==> src/rtl/data_write_buffer.sv <==
// L1D write buffer between the data-array write arbiter and the data SRAM write port.
// Coalesces back-to-back writes to the same word, drains only on read-idle cycles, and forwards pending bytes.
module data_write_buffer #(
    parameter int DEPTH  = 2,
    parameter int DATA_W = 32,
    parameter int SET_W  = 8,
    parameter int NBLK   = 4,
    parameter int NWAY   = 4
) (
    input  logic                clock,
    input  logic                reset,
    output logic                io_req_ready,
    input  logic                io_req_valid,
    input  logic [DATA_W-1:0]   io_req_bits_data,
    input  logic [SET_W-1:0]    io_req_bits_set,
    input  logic [NBLK-1:0]     io_req_bits_blockSelOH,
    input  logic [NWAY-1:0]     io_req_bits_way,
    input  logic [DATA_W/8-1:0] io_req_bits_mask,
    input  logic                io_rd_valid,
    output logic                io_sram_wen,
    output logic [DATA_W-1:0]   io_sram_data,
    output logic [SET_W-1:0]    io_sram_set,
    output logic [NBLK-1:0]     io_sram_blockSelOH,
    output logic [NWAY-1:0]     io_sram_way,
    output logic [DATA_W/8-1:0] io_sram_mask,
    input  logic [SET_W-1:0]    io_fwd_set,
    input  logic [NBLK-1:0]     io_fwd_blockSelOH,
    input  logic [NWAY-1:0]     io_fwd_way,
    output logic                io_fwd_hit,
    output logic [DATA_W-1:0]   io_fwd_data,
    output logic [DATA_W/8-1:0] io_fwd_mask,
    output logic                io_empty
);
    localparam int MASK_W = DATA_W / 8;
    localparam int PTR_W  = $clog2(DEPTH);
    localparam int CNT_W  = PTR_W + 1;

    logic [DATA_W-1:0] data_q [DEPTH];
    logic [SET_W-1:0]  set_q  [DEPTH];
    logic [NBLK-1:0]   blk_q  [DEPTH];
    logic [NWAY-1:0]   way_q  [DEPTH];
    logic [MASK_W-1:0] mask_q [DEPTH];

    logic [PTR_W-1:0] head_q;
    logic [PTR_W-1:0] tail_q;
    logic [PTR_W-1:0] young;
    logic [PTR_W-1:0] fwd_idx;
    logic [CNT_W-1:0] count_q;
    logic             fire;
    logic             drain;
    logic             young_match;
    logic             merge;
    logic             alloc;

    function automatic logic [DATA_W-1:0] merge_bytes(
        input logic [DATA_W-1:0] old_d,
        input logic [DATA_W-1:0] new_d,
        input logic [MASK_W-1:0] m
    );
        logic [DATA_W-1:0] r;
        r = old_d;
        for (int i = 0; i < MASK_W; i++) begin
            if (m[i]) r[i*8 +: 8] = new_d[i*8 +: 8];
        end
        return r;
    endfunction

    assign io_req_ready = (count_q != CNT_W'(DEPTH));
    assign io_empty     = (count_q == '0);
    assign fire         = io_req_valid & io_req_ready;
    assign drain        = ~io_empty & ~io_rd_valid;
    assign young        = tail_q - PTR_W'(1);
    assign young_match  = (set_q[young] == io_req_bits_set) &&
                          (blk_q[young] == io_req_bits_blockSelOH) &&
                          (way_q[young] == io_req_bits_way);
    // A youngest entry leaving for the SRAM this cycle cannot absorb the write; it gets a fresh slot.
    assign merge        = fire & ~io_empty & young_match & ~(drain & (count_q == CNT_W'(1)));
    assign alloc        = fire & ~merge;

    assign io_sram_wen        = drain;
    assign io_sram_data       = data_q[head_q];
    assign io_sram_set        = set_q[head_q];
    assign io_sram_blockSelOH = blk_q[head_q];
    assign io_sram_way        = way_q[head_q];
    assign io_sram_mask       = mask_q[head_q];

    always_ff @(posedge clock or negedge reset) begin
        if (!reset) begin
            head_q  <= '0;
            tail_q  <= '0;
            count_q <= '0;
            for (int i = 0; i < DEPTH; i++) begin
                data_q[i] <= '0;
                set_q[i]  <= '0;
                blk_q[i]  <= '0;
                way_q[i]  <= '0;
                mask_q[i] <= '0;
            end
        end else begin
            if (merge) begin
                data_q[young] <= merge_bytes(data_q[young], io_req_bits_data, io_req_bits_mask);
                mask_q[young] <= mask_q[young] | io_req_bits_mask;
            end else if (alloc) begin
                data_q[tail_q] <= io_req_bits_data;
                set_q[tail_q]  <= io_req_bits_set;
                blk_q[tail_q]  <= io_req_bits_blockSelOH;
                way_q[tail_q]  <= io_req_bits_way;
                mask_q[tail_q] <= io_req_bits_mask;
                tail_q         <= tail_q + PTR_W'(1);
            end
            if (drain) head_q <= head_q + PTR_W'(1);
            if (alloc && !drain)      count_q <= count_q + CNT_W'(1);
            else if (!alloc && drain) count_q <= count_q - CNT_W'(1);
        end
    end

    always_comb begin
        io_fwd_hit  = 1'b0;
        io_fwd_mask = '0;
        io_fwd_data = '0;
        fwd_idx     = head_q;
        // Oldest to youngest, so bytes from younger entries overwrite older ones.
        for (int k = 0; k < DEPTH; k++) begin
            fwd_idx = head_q + PTR_W'(k);
            if ((CNT_W'(k) < count_q) &&
                (set_q[fwd_idx] == io_fwd_set) &&
                (blk_q[fwd_idx] == io_fwd_blockSelOH) &&
                (way_q[fwd_idx] == io_fwd_way)) begin
                io_fwd_hit  = 1'b1;
                io_fwd_mask = io_fwd_mask | mask_q[fwd_idx];
                io_fwd_data = merge_bytes(io_fwd_data, data_q[fwd_idx], mask_q[fwd_idx]);
            end
        end
    end
endmodule

==> config.mk <==
export PLATFORM = sky130hd
export DESIGN_NAME = data_write_buffer
export DESIGN_NICKNAME = d
export VERILOG_FILES = /design/src/rtl/data_write_buffer.sv
export SDC_FILE = /design/constraint.sdc
export NUM_CORES = 1
export LEC_CHECK = 0
export CORE_MARGIN = 5
export CORE_UTILIZATION = 44
export CTS_CLUSTER_DIAMETER = 200
export DETAILED_ROUTE_END_ITERATION = 12
export DONT_BUFFER_PORTS = 1
export HOLD_SLACK_MARGIN = 0.03
export PLACE_DENSITY_LB_ADDON = 0.15
export SKIP_CTS_REPAIR_TIMING = 1
export SLEW_MARGIN = 20
export SYNTH_ARGS = -nofsm -noshare
export SYNTH_HDL_FRONTEND = slang
export SYNTH_SLANG_ARGS = --single-unit
==> constraint.sdc <==
create_clock -name clock -period 3 [get_ports clock]
set_input_delay 0.6 -clock clock [delete_from_list [all_inputs] [get_ports clock]]
set_output_delay 0.6 -clock clock [all_outputs]
set_load 0.02 [all_outputs]
==> results.sh, run 1 <==
export IMPL_drv_cap=0
export IMPL_setup_viol=37
export IMPL_ir_worst_vdd_uv=636.4
export IMPL_synth_area_leader_cell="dfrtp_1"
export IMPL_dpl_cell_count=1010
export IMPL_dr_pass1_iters=5
export IMPL_critical_path_arrival_ns=3.21
export IMPL_clockBufferDepth=2
export IMPL_synth_edf_count=0
export IMPL_worst_slew_pin_slew_ns=0.7075
export IMPL_synthToLayoutAreaGrowth_pct=30.76
export IMPL_overflow=0
export IMPL_first_iter_violations=470
export IMPL_worst_ep_required_time_ns=2.40
export IMPL_synthFlopType="dfrtp_1"
export IMPL_cts_tree="yes"
export IMPL_die_h_um=139.6
export IMPL_synth_area_mm2=0.007387
export IMPL_cts_sinks=108
export IMPL_hp_class="in2async"
export IMPL_r2r_end="data_q[43]"
export IMPL_crit_type="reg2out"
export IMPL_slew_headroom_pct=52.66
export IMPL_yosys_warnings=0
export IMPL_design_area_mm2=0.009659
export IMPL_synth_common_cells="mux2_2 (116), dfrtp_1 (108), nand2_1 (63)"
export IMPL_via_count=6418
export IMPL_whs_ns=-0.07349
export IMPL_r2r_cells=11
export IMPL_clk_pin_slew_ns=0.07
export IMPL_n_antenna_cell=0
export IMPL_fmax_mhz=262.7
export IMPL_wl_per_cell_um=22.58
export IMPL_ys_types=61
export IMPL_std_cell_rows=47
export IMPL_seq_area_frac_synth_pct=36.59
export IMPL_power_mw=11.45
export IMPL_fin_nets=911
export IMPL_ys_seq_elements=108
export IMPL_skew_ns=0.008865
export IMPL_ys_top_cells_by_area="dfrtp_1 (37%), mux2_2 (18%), mux2i_1 (4.9%)"
export IMPL_die_area_mm2=0.01948
export IMPL_async_flop_share_pct=100.0
export IMPL_final_util_pct=58.45
export IMPL_worst_r2r_setup_slack_ns=0.14
export IMPL_antenna_found_initial=0
export IMPL_place_ws_ns=-0.7508
export IMPL_die_w_um=139.6
export IMPL_yosysMostFrequentCell="mux2_2"
export IMPL_crit_reg2reg_launch="tail_q"
export IMPL_layout_cells_non_filler=1058
export IMPL_period_share_pct=126.9
export IMPL_port_buffers=0
export IMPL_p_leak_nw=4.157
export IMPL_worstSetupEndpointType="output pin"
export IMPL_syn_inst=711
export IMPL_grt_pass1_vias=6372
export IMPL_tns_ns=-26.60
export IMPL_grtUsageTotal_pct=22.62
export IMPL_grt_pass1_wl_um=35470
export IMPL_hpwlAfterDp_um=16580
export IMPL_cts_buffers=9
export IMPL_drc=0
export IMPL_clock_latency_ns=0.36
export IMPL_gp_congestion=0.8175
export IMPL_grt_setup_unrepaired="true"
export IMPL_violations="hold timing, setup timing"
export IMPL_drt_vias_per_instance=6.066
export IMPL_synth_fp_nets=787
export IMPL_crit_fanout=8
export IMPL_finalCriticalPeriod_ns=3.806
export IMPL_ant_nets=0
export IMPL_coreArea_mm2=0.01652
export IMPL_power_density_mw_per_mm2=1186
export IMPL_placed_area_mm2=0.008498
export IMPL_layout_drive_gt1_share_pct=47.14
export IMPL_hold_violations=108
export IMPL_slew_viol_final=0
export IMPL_finalWorstSetupSlack_ns=-0.8062
export IMPL_ios=164
export IMPL_avgSynthCellArea_um2=10.39
export IMPL_start_util_pct=44.70
export IMPL_root_buffer="clkbuf_16"
export IMPL_grt_max_degree=109
export IMPL_htreeDepth=3
export IMPL_status="finished, violations left"
export IMPL_drt_total_wl_um=23890
export IMPL_crit_path_start_kind="flop"
export IMPL_fillCellCount=1411
export IMPL_synth_top_area_share_pct=36.59
==> sequential cells by signal (all words and copies together) (netlist names) <==
name,count
blk_q,8
way_q,8
set_q,16
tail_q,1
count_q,2
head_q,1
mask_q,8
data_q,64
==> power by group <==
part           internal [mW]  total (mW)  switching, mW
Clock                  0.642        1.20          0.563
Sequential              2.22        3.03          0.814
Combinational           3.38        7.22           3.84
Total                   6.24        11.5           5.21
==> layer usage <==
metal | vias to the layer above | share of wire (%) | global-route usage, %
met3 | 41 | 7.9 | 6.518
met4 | 0 | 2.5 | 8.363
met2 | 251 | 49 | 37.33
met1 | 3199 | 40 | 28.30
met5 | - | 0 | 0
li1 | 2927 | - | -
==> how the worst max path moves through the flow <==
stage	startpoint	to	slack (ns)	cells past startpoint
global placement	head_q	io_fwd_data[15]	-0.71	7
detailed placement	head_q	io_fwd_data[15]	-0.75	7
finish	head_q	io_fwd_data[2]	-0.81	11
floorplan	head_q	io_fwd_data[10]	-0.18	10
CTS	head_q	io_fwd_data[15]	-1.16	7
global route	head_q	io_fwd_data[16]	-0.91	12
==> critical path, stage by stage (launching register included) <==
cell and delay [ns]:
dfrtp_4 0.55, buf_12 0.17, buf_12 0.14, mux2i_4 0.19
xnor2_2 0.13, nor4_2 0.28, buf_4 0.19, nand4_4 0.15
buf_4 0.20, nor2_4 0.12, mux2_4 0.40, a22o_4 0.32
==> cell usage in the layout, fill, tap and decap left out, types with 12 or more instances in the layout <==
| cell type | instances |
|---|---|
| a31oi_1 | 24 |
| xor2_1 | 14 |
| nor2_1 | 12 |
| buf_4 | 123 |
| mux2_2 | 113 |
| mux2i_1 | 30 |
| a22o_4 | 17 |
| dfrtp_1 | 106 |
| nand4_1 | 22 |
| xnor2_1 | 33 |
| buf_6 | 27 |
| inv_1 | 19 |
| nand2_1 | 61 |
==> kinds of logic (layout without fill, tap and decap cells) <==
| group | after synthesis | count (layout) | synth area share (%) |
|---|---|---|---|
| buffers and inverters | 72 | 199 | 4.742 |
| multiplexers | 159 | 159 | 23.98 |
| AND/OR/NAND/NOR | 172 | 172 | 12.52 |
| AO/OA/AOI/OAI | 145 | 145 | 15.45 |
| XOR/XNOR | 51 | 51 | 6.047 |
| flip-flops | 108 | 108 | 36.59 |
| adder cells (fa/ha/maj) | 4 | 4 | 0.6775 |
==> final cells by class <==
cell class	count	area (um2)	area share, %
multi-input cells	531	4828	49.99
flip-flops and latches	108	2708	28.03
repair buffers	163	1483	15.35
well taps	220	275.3	2.850
clock buffers	10	229.0	2.370
inverters	22	85.08	0.8808
clock inverters	4	51.30	0.5311
Power figures use the tool's default switching activity.
==> run 2: changes to the inputs <==
- MAX_ROUTING_LAYER: unset -> met4
==> results.sh, run 2 (synthesis results as in run 1) <==
export IMPL_clockBufferDepth=2
export IMPL_ir_worst_vdd_uv=586.3
export IMPL_overflow=0
export IMPL_die_area_mm2=0.01948
export IMPL_grt_use_met3_pct=5.969
export IMPL_final_cell_mix="buf_4 (124), mux2_2 (113), dfrtp_1 (106), nand2_1 (61)"
export IMPL_hp_class="in2async"
export IMPL_hpwlAfterDp_um=16240
export IMPL_met1_usage_pct=28.92
export IMPL_ant_nets=0
export IMPL_n_antenna_cell=0
export IMPL_violations="hold timing, setup timing"
export IMPL_fin_nets=899
export IMPL_first_iter_violations=378
export IMPL_cts_sinks=108
export IMPL_place_ws_ns=-0.7273
export IMPL_met2_usage_pct=36.54
export IMPL_finalCriticalPeriod_ns=3.844
export IMPL_drt_total_wl_um=22780
export IMPL_finalWorstSetupSlack_ns=-0.8436
export IMPL_setup_viol=37
export IMPL_antenna_found_initial=0
export IMPL_power_mw=11.05
export IMPL_worstSetupEndpointType="output pin"
export IMPL_grt_busiest_layer="met2"
export IMPL_worst_ep_required_time_ns=2.40
export IMPL_grt_pass1_wl_um=35040
export IMPL_hold_violations=108
export IMPL_grt_setup_unrepaired="true"
export IMPL_std_cell_rows=47
export IMPL_cts_tree="yes"
export IMPL_start_util_pct=44.70
export IMPL_die_w_um=139.6
export IMPL_layout_cells_non_filler=1047
export IMPL_worst_slew_pin_slew_ns=0.7637
export IMPL_fmax_mhz=260.2
export IMPL_root_buffer="clkbuf_16"
export IMPL_gp_congestion=0.8284
export IMPL_wl_per_cell_um=21.76
export IMPL_slew_viol_final=0
export IMPL_via_count=6260
export IMPL_coreArea_mm2=0.01652
export IMPL_port_buffers=0
export IMPL_clock_latency_ns=0.35
export IMPL_dr_pass1_iters=7
export IMPL_drc=0
export IMPL_largest_reg_flops=64
export IMPL_clk_pin_slew_ns=0.07
export IMPL_critical_path_arrival_ns=3.24
export IMPL_die_h_um=139.6
export IMPL_crit_path_start_kind="flop"
export IMPL_top_regs="data_q x64, set_q x16"
export IMPL_p_leak_nw=4.026
export IMPL_cts_buffers=9
export IMPL_slew_headroom_pct=48.91
export IMPL_htreeDepth=3
export IMPL_power_density_mw_per_mm2=1187
export IMPL_tns_ns=-26.75
export IMPL_drt_vias_per_instance=5.979
export IMPL_grtUsageTotal_pct=22.91
export IMPL_grt_max_degree=109
export IMPL_ios=164
export IMPL_layout_commonest_cell="buf_4"
export IMPL_skew_ns=0.009537
export IMPL_crit_type="reg2out"
export IMPL_whs_ns=-0.06598
export IMPL_period_share_pct=128.1
export IMPL_grt_pass1_vias=6265
export IMPL_synthToLayoutAreaGrowth_pct=25.97
export IMPL_fillCellCount=1440
export IMPL_top_register="data_q"
export IMPL_layout_drive_gt1_share_pct=44.26
export IMPL_dpl_cell_count=1011
export IMPL_drv_cap=0
export IMPL_status="finished, violations left"
export IMPL_crit_fanout=6
[run 2: cell types whose count changed in the layout (fill, tap and decap cells not counted), sizes merged]
| cell | delta |
|---|---|
| buf | -10 |
| bufinv | -1 |
| clkbuf | -1 |
| clkinv | +1 |
[run 2: path summary, 6_finish.rpt]
| kind | startpoint | endpoint | slack (ns) | cells after the start |
|---|---|---|---|---|
| worst max-delay path | head_q | io_fwd_data[18] | -0.84 | 13 |
| worst min-delay path | reset | data_q[28] | -0.07 | 0 |
| worst max register to register | tail_q | blk_q[0] | 0.12 | 9 |
| worst min register to register | count_q[1] | count_q[1] | 0.52 | 2 |
| max in group asynchronous | reset | data_q[15] | 2.89 | 0 |
| min in group clock | io_req_bits_data[13] | data_q[45] | 0.39 | 1 |
[run 2: critical path, stage by stage (launching register included)]
cell and delay (ns):
dfrtp_4 0.51, buf_8 0.15, buf_6 0.11, mux2_4 0.30, xor2_1 0.15, nor4_2 0.26
nand4_1 0.15, buf_6 0.16, or2_4 0.27, buf_6 0.14, buf_12 0.13, buf_8 0.12
a2111o_1 0.30, nand2_2 0.12
[run 2: final cells by class]
| type | instances | area [um2] | area share [%] |
|---|---|---|---|
| clock inverters | 4 | 26.28 | 0.2824 |
| inverters | 22 | 82.58 | 0.8875 |
| multi-input cells | 531 | 4673 | 50.22 |
| well taps | 220 | 275.3 | 2.958 |
| clock buffers | 11 | 232.7 | 2.501 |
| repair buffers | 151 | 1308 | 14.05 |
| flip-flops and latches | 108 | 2708 | 29.10 |
[run 2: power by group]
| part | switching (mW) | internal (mW) | leakage [nW] |
|---|---|---|---|
| clock network | 0.554 | 0.561 | 0.126 |
| logic | 3.72 | 3.24 | 2.64 |
| registers | 0.757 | 2.22 | 1.26 |
| total | 5.03 | 6.02 | 4.03 |
[run 2: metal layers]
layer / vias to the layer above / wire (um)
met5: - / 0
met2: 206 / 11020
met1: 3128 / 9605
li1: 2900 / -
met4: 0 / 382
met3: 26 / 1770
[run 2: stage by stage]
| step | util (%) | area [um2] |
|---|---|---|
| global placement | 51.47 | 8506 |
| floorplan | - | 7453 |
| global route | 56.31 | 9305 |
| CTS | 53.04 | 8765 |
| detailed placement | 51.47 | 8506 |
| finish | 56.31 | 9305 |
==> run 3: changes to the inputs <==
- CTS_BUF_LIST: unset -> sky130_fd_sc_hd__clkbuf_4
- REMOVE_ABC_BUFFERS: unset -> 1
- SLEW_MARGIN: 20 -> unset
==> results.sh, run 3 (synthesis results as in run 1) <==
export IMPL_slew_viol_final=0
export IMPL_layout_drive_gt1_share_pct=45.40
export IMPL_overflow=0
export IMPL_finalWorstSetupSlack_ns=-1.067
export IMPL_drt_vias_per_instance=6.021
export IMPL_finalCriticalPeriod_ns=4.067
export IMPL_start_util_pct=44.70
export IMPL_endpoint="io_fwd_data[17]"
export IMPL_crit_path_start_kind="flop"
export IMPL_grt_max_degree=109
export IMPL_final_cell_mix="buf_4 (131), mux2_2 (114), dfrtp_1 (106), nand2_1 (61), mux2i_1 (36)"
export IMPL_critPathBufInv=5
export IMPL_critical_path_arrival_ns=3.47
export IMPL_cp_top_family="simple AND/OR/NAND/NOR gates"
export IMPL_ant_nets=0
export IMPL_p_leak_nw=4.085
export IMPL_drv_cap=0
export IMPL_die_w_um=139.6
export IMPL_fmax_mhz=245.9
export IMPL_worst_r2r_setup_slack_ns=0.09
export IMPL_crit_type="reg2out"
export IMPL_drt_total_wl_um=23650
export IMPL_switchingPower_mw=5.110
export IMPL_crit_fanout=5
export IMPL_via_count=6370
export IMPL_startpoint="head_q"
export IMPL_clk_pin_slew_ns=0.17
export IMPL_die_h_um=139.6
export IMPL_synthToLayoutAreaGrowth_pct=27.88
export IMPL_cts_sinks=108
export IMPL_worstSetupEndpointType="output pin"
export IMPL_hpwlAfterDp_um=16260
export IMPL_htreeDepth=3
export IMPL_slew_headroom_pct=41.63
export IMPL_crit_reg2reg_launch="tail_q"
export IMPL_layout_commonest_cell="buf_4"
export IMPL_r2r_cells=9
export IMPL_gp_congestion=0.8595
export IMPL_worst_ep_required_time_ns=2.40
export IMPL_final_util_pct=57.17
export IMPL_period_share_pct=135.6
export IMPL_worst_slew_pin_slew_ns=0.8664
export IMPL_pwr_share_comb_pct=64.5
export IMPL_hp_class="in2async"
export IMPL_largest_reg_flops=64
export IMPL_setup_viol=37
export IMPL_top_regs="data_q x64, set_q x16"
export IMPL_hold_violations=0
export IMPL_fin_nets=909
export IMPL_std_cell_rows=47
export IMPL_max_stage_delay_ns=0.58
export IMPL_root_buffer="clkbuf_4"
export IMPL_switching_share_pct=46.50
export IMPL_grt_pass1_wl_um=35720
export IMPL_ios=164
export IMPL_tns_ns=-36.69
export IMPL_cts_buffers=9
export IMPL_skew_ns=0.01109
export IMPL_first_iter_violations=349
export IMPL_grtUsageTotal_pct=23.44
export IMPL_slowest_stage="dfrtp_4"
export IMPL_crit_cells=12
export IMPL_status="finished, violations left"
export IMPL_drc=0
export IMPL_port_buffers=0
export IMPL_cts_tree="yes"
export IMPL_grt_setup_unrepaired="true"
export IMPL_power_density_mw_per_mm2=1163
export IMPL_grt_pass1_vias=6515
export IMPL_crit_chain="buf_12, mux2_4, xor2_2, nor4_2, buf_4, nand4_1, or2_4, buf_12, buf_8, nor3_4, a311o_1, buf_6"
export IMPL_top_register="data_q"
export IMPL_r2r_end="way_q[7]"
export IMPL_wl_per_cell_um=22.35
export IMPL_power_mw=10.99
export IMPL_clockBufferDepth=2
export IMPL_violations="setup timing"
export IMPL_antenna_found_initial=1
export IMPL_die_area_mm2=0.01948
export IMPL_ir_worst_vdd_uv=640.9
export IMPL_clock_latency_ns=0.49
export IMPL_dr_pass1_iters=5
export IMPL_pwr_share_seq_pct=27.0
export IMPL_coreArea_mm2=0.01652
export IMPL_intPower_mw=5.879
export IMPL_clkPwrFrac_pct=8.5
export IMPL_crit_top_cell="buf_12"
run 3: how the worst min path moves through the flow:
stage,startpoint,cells past startpoint,slack (ns),end
6_report,reset,1,0.04,data_q[19]
5_1_grt,reset,1,0.04,data_q[49]
4_1_cts,reset,0,-0.27,mask_q[1]
3_5_place_dp,reset,0,0.31,data_q[19]
3_3_place_gp,reset,0,0.31,data_q[19]
2_1_floorplan,reset,0,0.30,blk_q[0]
run 3: final cells by class:
class                   instances  area, um2
fillers                      1431       7078
well taps                     220      275.3
inverters                      22      82.58
repair buffers                161       1428
clock inverters                 6      111.4
flip-flops and latches        108       2710
diodes                          1      2.502
clock buffers                   9      67.56
multi-input cells             531       4770
run 3: power groups by stage:
stage                     sequential, mW  combinational, mW  clock (mW)
after floorplan                     2.99               4.28           0
after global placement              2.94               6.37           0
after detailed placement            2.99               6.52           0
after CTS                           2.96               6.55       0.977
after global routing                3.07               7.58        1.03
final                               2.97               7.09       0.937
run 3: metrics by stage:
step	setup WS (ns)	instances	cell area [um2]	hold WS (ns)
after CTS	-1.559	1032	8680	-0.2660
after global routing	-1.241	1058	9447	0.04271
final	-1.067	1058	9447	0.04203
after global placement	-0.8033	1017	8501	0.3099
after floorplan	-2.268	661	7119	0.3044
after detailed placement	-0.9635	1017	8501	0.3119
run 3: worst reg2reg max path: stages, from the launching register on:
cell      delay, ns
dfrtp_4        0.63
buf_4          0.22
mux2i_1        0.13
xnor2_1        0.31
nor2_1         0.11
and4_2         0.28
a211oi_4       0.37
buf_4          0.20
buf_4          0.22
mux2_2         0.36
run 3: layer usage:
metal	GRT usage [%]	wire length, um	vias to the layer above
li1	-	-	2920
met1	29.32	9756	3175
met2	37.76	11570	247
met3	7.959	2029	28
met4	3.927	294	0
met5	-	0	-
